`src/rtl/phase_sequencer_pkg.sv`:
```
// Shared types and constants for the phase sequencer and its duration bank.
package phase_sequencer_pkg;

  typedef enum logic [1:0] {
    IDLE = 2'd0,
    RUN  = 2'd1,
    HOLD = 2'd2
  } state_t;

  localparam int NIBBLE_W = 4;

endpackage

```
`src/rtl/phase_duration_bank.sv`:
```
// Register file of per-phase durations, written a nibble at a time and
// read combinationally by phase index.
module phase_duration_bank
  import phase_sequencer_pkg::*;
#(
  parameter int  NUM_PHASES   = 3,
  parameter int  TIME_W       = 7,
  parameter int  DEFAULT_TIME = 10,
  localparam int PHASE_W      = $clog2(NUM_PHASES)
) (
  input  logic                clock,
  input  logic                reset,
  input  logic                wr_en,
  input  logic [PHASE_W-1:0]  wr_phase,
  input  logic                wr_high,
  input  logic [NIBBLE_W-1:0] wr_data,
  input  logic [PHASE_W-1:0]  rd_phase,
  output logic [TIME_W-1:0]   rd_data
);

  localparam int                HIGH_W    = TIME_W - NIBBLE_W;
  localparam logic [TIME_W-1:0] RESET_VAL = TIME_W'(DEFAULT_TIME);

  logic [TIME_W-1:0] dur [NUM_PHASES];

  // NOTE: this array is reset on purpose -- the durations must come back to a
  // known default after reset, so it is built from flops rather than a RAM.
  always_ff @(posedge clock or posedge reset) begin
    if (reset) begin
      for (int i = 0; i < NUM_PHASES; i++) dur[i] <= RESET_VAL;
    end else if (wr_en && (int'(wr_phase) < NUM_PHASES)) begin
      if (wr_high) dur[wr_phase][TIME_W-1:NIBBLE_W] <= wr_data[HIGH_W-1:0];
      else         dur[wr_phase][NIBBLE_W-1:0]      <= wr_data;
    end
  end

  assign rd_data = (int'(rd_phase) < NUM_PHASES) ? dur[rd_phase] : '0;

endmodule

```
`src/rtl/phase_sequencer.sv`:
```
// Programmable multi-phase countdown: steps through NUM_PHASES durations on
// tick1Hz, single pass or repeating, with hold and stop control.
module phase_sequencer
  import phase_sequencer_pkg::*;
#(
  parameter int  NUM_PHASES   = 3,
  parameter int  TIME_W       = 7,
  parameter int  DEFAULT_TIME = 10,
  localparam int PHASE_W      = $clog2(NUM_PHASES)
) (
  input  logic               clock,
  input  logic               reset,
  input  logic               tick1Hz,
  input  logic               cfgWe,
  input  logic [PHASE_W-1:0] cfgPhase,
  input  logic               cfgHigh,
  input  logic [3:0]         dataIn,
  input  logic               start,
  input  logic               stop,
  input  logic               hold,
  input  logic               autoRepeat,
  output logic               trigger,
  output logic [PHASE_W-1:0] phaseEnded,
  output logic [PHASE_W-1:0] phase,
  output logic [TIME_W-1:0]  timeRemaining,
  output logic               busy,
  output logic               done
);

  localparam logic [PHASE_W-1:0] LAST_PHASE = PHASE_W'(NUM_PHASES - 1);

  state_t             state, state_next;
  logic [PHASE_W-1:0] phase_next, ended_next, rd_phase;
  logic [TIME_W-1:0]  time_next, rd_time;
  logic               trigger_next, done_next, busy_next;
  logic               counting, phase_end, count_down, last_phase;

  // A tick only counts in RUN when no higher-priority control is present.
  assign counting   = (state == RUN) && !stop && !start && !hold && tick1Hz;
  assign phase_end  = counting && (timeRemaining <= TIME_W'(1));
  assign count_down = counting && (timeRemaining >  TIME_W'(1));
  assign last_phase = (phase == LAST_PHASE);
  assign rd_phase   = (phase_end && !last_phase) ? phase + PHASE_W'(1) : '0;

  phase_duration_bank #(
    .NUM_PHASES   (NUM_PHASES),
    .TIME_W       (TIME_W),
    .DEFAULT_TIME (DEFAULT_TIME)
  ) u_bank (
    .clock    (clock),
    .reset    (reset),
    .wr_en    (cfgWe),
    .wr_phase (cfgPhase),
    .wr_high  (cfgHigh),
    .wr_data  (dataIn),
    .rd_phase (rd_phase),
    .rd_data  (rd_time)
  );

  // NOTE: clocked state uses non-blocking assignments so every flop samples
  // the pre-edge values of the others, independent of statement order.
  always_ff @(posedge clock or posedge reset) begin
    if (reset) begin
      state         <= IDLE;
      phase         <= '0;
      phaseEnded    <= '0;
      timeRemaining <= '0;
      trigger       <= 1'b0;
      busy          <= 1'b0;
      done          <= 1'b0;
    end else begin
      state         <= state_next;
      phase         <= phase_next;
      phaseEnded    <= ended_next;
      timeRemaining <= time_next;
      trigger       <= trigger_next;
      busy          <= busy_next;
      done          <= done_next;
    end
  end

  // NOTE: every combinational output gets a default first so no path can
  // leave it unassigned and infer a latch.
  always_comb begin
    state_next = state;
    if (stop) begin
      state_next = IDLE;
    end else if (start) begin
      state_next = RUN;
    end else begin
      case (state)
        RUN: begin
          if (hold) state_next = HOLD;
          else if (phase_end && last_phase && !autoRepeat) state_next = IDLE;
        end
        HOLD: if (!hold) state_next = RUN;
        default: ;
      endcase
    end
  end

  always_comb begin
    phase_next   = phase;
    time_next    = timeRemaining;
    ended_next   = phaseEnded;
    trigger_next = 1'b0;
    done_next    = 1'b0;
    busy_next    = (state_next != IDLE);
    if (stop) begin
      phase_next = '0;
      time_next  = '0;
    end else if (start) begin
      phase_next = '0;
      time_next  = rd_time;
    end else if (phase_end) begin
      trigger_next = 1'b1;
      ended_next   = phase;
      if (!last_phase) begin
        phase_next = phase + PHASE_W'(1);
        time_next  = rd_time;
      end else if (autoRepeat) begin
        phase_next = '0;
        time_next  = rd_time;
      end else begin
        phase_next = '0;
        time_next  = '0;
        done_next  = 1'b1;
      end
    end else if (count_down) begin
      time_next = timeRemaining - TIME_W'(1);
    end
  end

endmodule

```
`config.mk`:
```
export PLATFORM = sky130hd
export DESIGN_NAME = phase_sequencer
export DESIGN_NICKNAME = d
export VERILOG_FILES = /design/src/rtl/phase_sequencer_pkg.sv /design/src/rtl/phase_duration_bank.sv /design/src/rtl/phase_sequencer.sv
export SDC_FILE = /design/constraint.sdc
export NUM_CORES = 1
export LEC_CHECK = 0
export CAP_MARGIN = 20
export CORE_MARGIN = 4
export CORE_UTILIZATION = 53
export CTS_CLUSTER_SIZE = 14
export DETAILED_ROUTE_END_ITERATION = 6
export PLACE_DENSITY = 0.75
export SLEW_MARGIN = 20
export SYNTH_ARGS = -nofsm -noshare
export SYNTH_HDL_FRONTEND = slang
export SYNTH_SLANG_ARGS = --single-unit
export TNS_END_PERCENT = 50
```
`constraint.sdc`:
```
create_clock -name clock -period 2.5 [get_ports clock]
set_input_delay 0.375 -clock clock [delete_from_list [all_inputs] [get_ports clock]]
set_output_delay 0.375 -clock clock [all_outputs]
set_load 0.03 [all_outputs]
```
==> flow_summary_export.csv <==
group,metric,value,unit
outcome,run_status,"finished, final reports clean",
power,power.leakage,0.993,nW
synthesis,synth_top_cell_area_share,40.1,%
flow_run,cap_violations,0,
placement,post-dp-hpwl,3.27,mm
synthesis,synth_cell_type_count,40,
global_routing,grt_start_max_net_pins,38,
floorplanning,die_h,68.5,um
timing,period_share,83.1,%
critical_path,worstSetupPathType,"in -> reg",
synthesis,yosysSeqAreaShare,48.2,%
clock_tree,clk_path_buf_depth,2,
synthesis,syn_area_per_cell,10.4,um2
power,peakVddDrop,0.000458,V
synthesis,yosys_warnings,0,
synthesis,synth_top_family_by_area,"compound AO/OA/AOI/OAI gates",
floorplanning,die-area,4690,um2
global_routing,grt_pass1_vias,1603,
detailed_routing,route.detailed.drc,0,
synthesis,synth_cells,186,
layout,synthToLayoutAreaGrowth,22.7,%
global_routing,grt_antenna_before_repair,0,
detailed_routing,postRouteAntennaNets,0,
timing,final.setup.tns,0,ns
detailed_routing,wl_per_cell,16.2,um
synthesis,muxShareOfSynthArea,10.9,%
clock_tree,path_clk_slew,0.07,ns
critical_path,crit_path_max_fanout,8,
floorplanning,fp.dieW,68.5,um
placement,port_buffers,28,
timing,fmax,481,MHz
timing,relSlewSlack,59.5,%
timing,finalClockSkew,0.00641,ns
synthesis,synth.net_count,208,
floorplanning,rows,21,
floorplanning,ios,29,
synthesis,synth_xor_area_share,0,%
synthesis,synth_simple_gate_area_share,15.5,%
critical_path,worstReg2RegStart,"state[1]$_DFF_PP0_",
timing,finalHoldViolCount,0,
clock_tree,cts.htree.levels,2,
layout,fillCellCount,282,
hold_path,holdCritPathClass,"reg -> reg",
layout,final_util,69.0,%
synthesis,syn_area,1940,um2
synthesis,ys_ff_latch,37,
clock_tree,ctsResizeCount,0,
clock_tree,cts.sinks,37,
critical_path,critPathLaunch,"stop",
detailed_routing,drt_iter0_markers,81,
layout,drive_gt1_share,17.9,%
global_routing,track_usage,22.4,%
timing,slew_violations,0,
detailed_routing,drt-vias-per-instance,5.70,
clock_tree,clock_tree.root_cell,"clkbuf_8",
timing,fin_hold_ws,0.503,ns
critical_path,cp-endpoint,"timeRemaining[2]$_DFFE_PP0P_",
detailed_routing,drt_pass1_iterations,4,
critical_path,cp-start-kind,"primary input",
detailed_routing,vias,1532,
clock_tree,post-cts-setup-buffers,0,
clock_tree,insertion_delay,0.30,ns
global_routing,grt_pass1_wl,7.50,mm
power,power_density,648,nW/um2
synthesis,synth.area.top_cells,"dfrtp_1 40%, mux2_2 9.9%, dfstp_2 8.1%, a21oi_1 5.2%, ha_1 4.5%",
timing,min_period,2.08,ns
synthesis,synth_fa_ha_area_share,4.52,%
critical_path,rrSetupSlack,0.52,ns
floorplanning,initial_core_util,56.3,%
timing,rsz0062_at_grt,"false",
synthesis,synth_compound_area_share,16.5,%
critical_path,arrival,2.29,ns
layout,diodes,0,
global_routing,grt_overflow,0,
layout,final_nets,244,
clock_tree,numCtsBuffers,5,
critical_path,reg2reg_depth,8,
timing,worst_slew_pin_slew,0.603,ns
critical_path,cp.required,2.71,ns
placement,gp_congestion,0.798,
synthesis,yosys.area.top_type,"dfrtp_1",
clock_tree,tritoncts,"done",
floorplanning,core,3440,um2
critical_path,end_kind,"flop",
clock_tree,hold_buffers,0,
timing,finalSetupViolCount,0,
critical_path,r2r-end,"timeRemaining[2]$_DFFE_PP0P_",
detailed_routing,drt_wl_total,4.36,mm
## cell usage in the layout, fill, tap and decap left out, drive strengths merged, types with 2 or more instances in the layout
| cell | instances |
|---|---|
| clkdlybuf4s50 | 28 |
| or4 | 2 |
| a21oi | 20 |
| nor2 | 6 |
| o31ai | 2 |
| nor3 | 10 |
| nand4 | 2 |
| o21ai | 8 |
| nand2b | 4 |
| or2 | 3 |
| dfstp | 6 |
| nand2 | 10 |
| o22ai | 14 |
| buf | 5 |
| mux2 | 17 |
| inv | 17 |
| nand4b | 2 |
| clkbuf | 8 |
| dfrtp | 31 |
| ha | 7 |
| nor4 | 2 |
| mux2i | 2 |
| a2bb2oi | 2 |
| or3 | 2 |
| nor3b | 2 |
## critical path, stage by stage
cell,delay [ns]
clkdlybuf4s50_1,0.51
nor3_1,0.44
nand4_4,0.22
clkinv_2,0.15
a21oi_1,0.07
or2_0,0.31
o22ai_1,0.22
## cells in the mapped netlist (all sizes together)
cell type / number
o2111ai: 1
nor4bb: 1
a2bb2oi: 2
or2: 3
or4: 2
o22ai: 14
o21bai: 1
mux2: 17
dfstp: 6
nand4b: 2
o21ba: 1
mux2i: 2
clkinv: 1
nor4: 2
o31a: 1
nor3: 10
nand3b: 1
buf: 2
nand2b: 4
clkbuf: 2
dfrtp: 31
ha: 7
or3: 2
a31oi: 1
inv: 17
o211a: 1
nor3b: 2
o31ai: 2
nand4: 2
o21ai: 8
a211oi: 1
a21oi: 20
nand2: 10
nor2: 6
and3b: 1
## metrics by stage
stage | instance area (um2) | setup WS (ns) | cells | power (mW)
after global placement | 2300 | 0.268 | 261 | 1.12
after global routing | 2380 | 0.299 | 269 | 1.63
after floorplan | 1940 | 0.265 | 186 | 1.02
after CTS | 2380 | 0.444 | 269 | 1.55
after detailed placement | 2300 | 0.134 | 261 | 1.15
final | 2380 | 0.423 | 269 | 1.54
## how the worst min path moves through the flow
stage                                         start                           end  slack, ns  cells past startpoint
after floorplan                                stop  timeRemaining[4]$_DFFE_PP0P_       0.44                      1
after global placement    phaseEnded[1]$_DFFE_PP0P_     phaseEnded[1]$_DFFE_PP0P_       0.48                      2
after detailed placement  phaseEnded[1]$_DFFE_PP0P_     phaseEnded[1]$_DFFE_PP0P_       0.49                      2
after CTS                 phaseEnded[1]$_DFFE_PP0P_     phaseEnded[1]$_DFFE_PP0P_       0.51                      2
after global routing                          reset     phaseEnded[0]$_DFFE_PP0P_       0.53                      3
final                     phaseEnded[1]$_DFFE_PP0P_     phaseEnded[1]$_DFFE_PP0P_       0.50                      2
## cells by family after synthesis
logic type      after synthesis
compound gates               53
simple gates                 48
flops                        37
buf+inv                      22
mux                          19
fa+ha+maj                     7
## registers in the layout, indices dropped and copies added, names as in the netlist
name           cells
timeRemaining      7
phase              2
u_bank.dur        21
done               1
state              2
busy               1
trigger            1
phaseEnded         2
## per-layer routing
metal | global-route usage, % | part of all wire, %
met1 | 26.8 | 43
met2 | 36.6 | 50
met3 | 6.40 | 4.6
met4 | 11.4 | 2.0
met5 | 0 | 0
## report_power, final
group,internal [mW],total [mW],switching [mW],leakage (nW)
Sequential,0.705,0.772,0.0668,0.459
Clock,0.198,0.402,0.204,0.0395
Combinational,0.182,0.367,0.185,0.494
Total,1.08,1.54,0.455,0.993
## layout make-up
| cell class | count | area [um2] | share of cell area, % |
|---|---|---|---|
| clock buffer | 8 | 80.1 | 3.37 |
| tap | 46 | 57.6 | 2.42 |
| sequential | 37 | 933 | 39.3 |
| timing repair buffer | 33 | 318 | 13.4 |
| multi-input combinational | 127 | 918 | 38.7 |
| inverter | 18 | 68.8 | 2.90 |
Note: power is estimated with default switching activity, not from simulation.
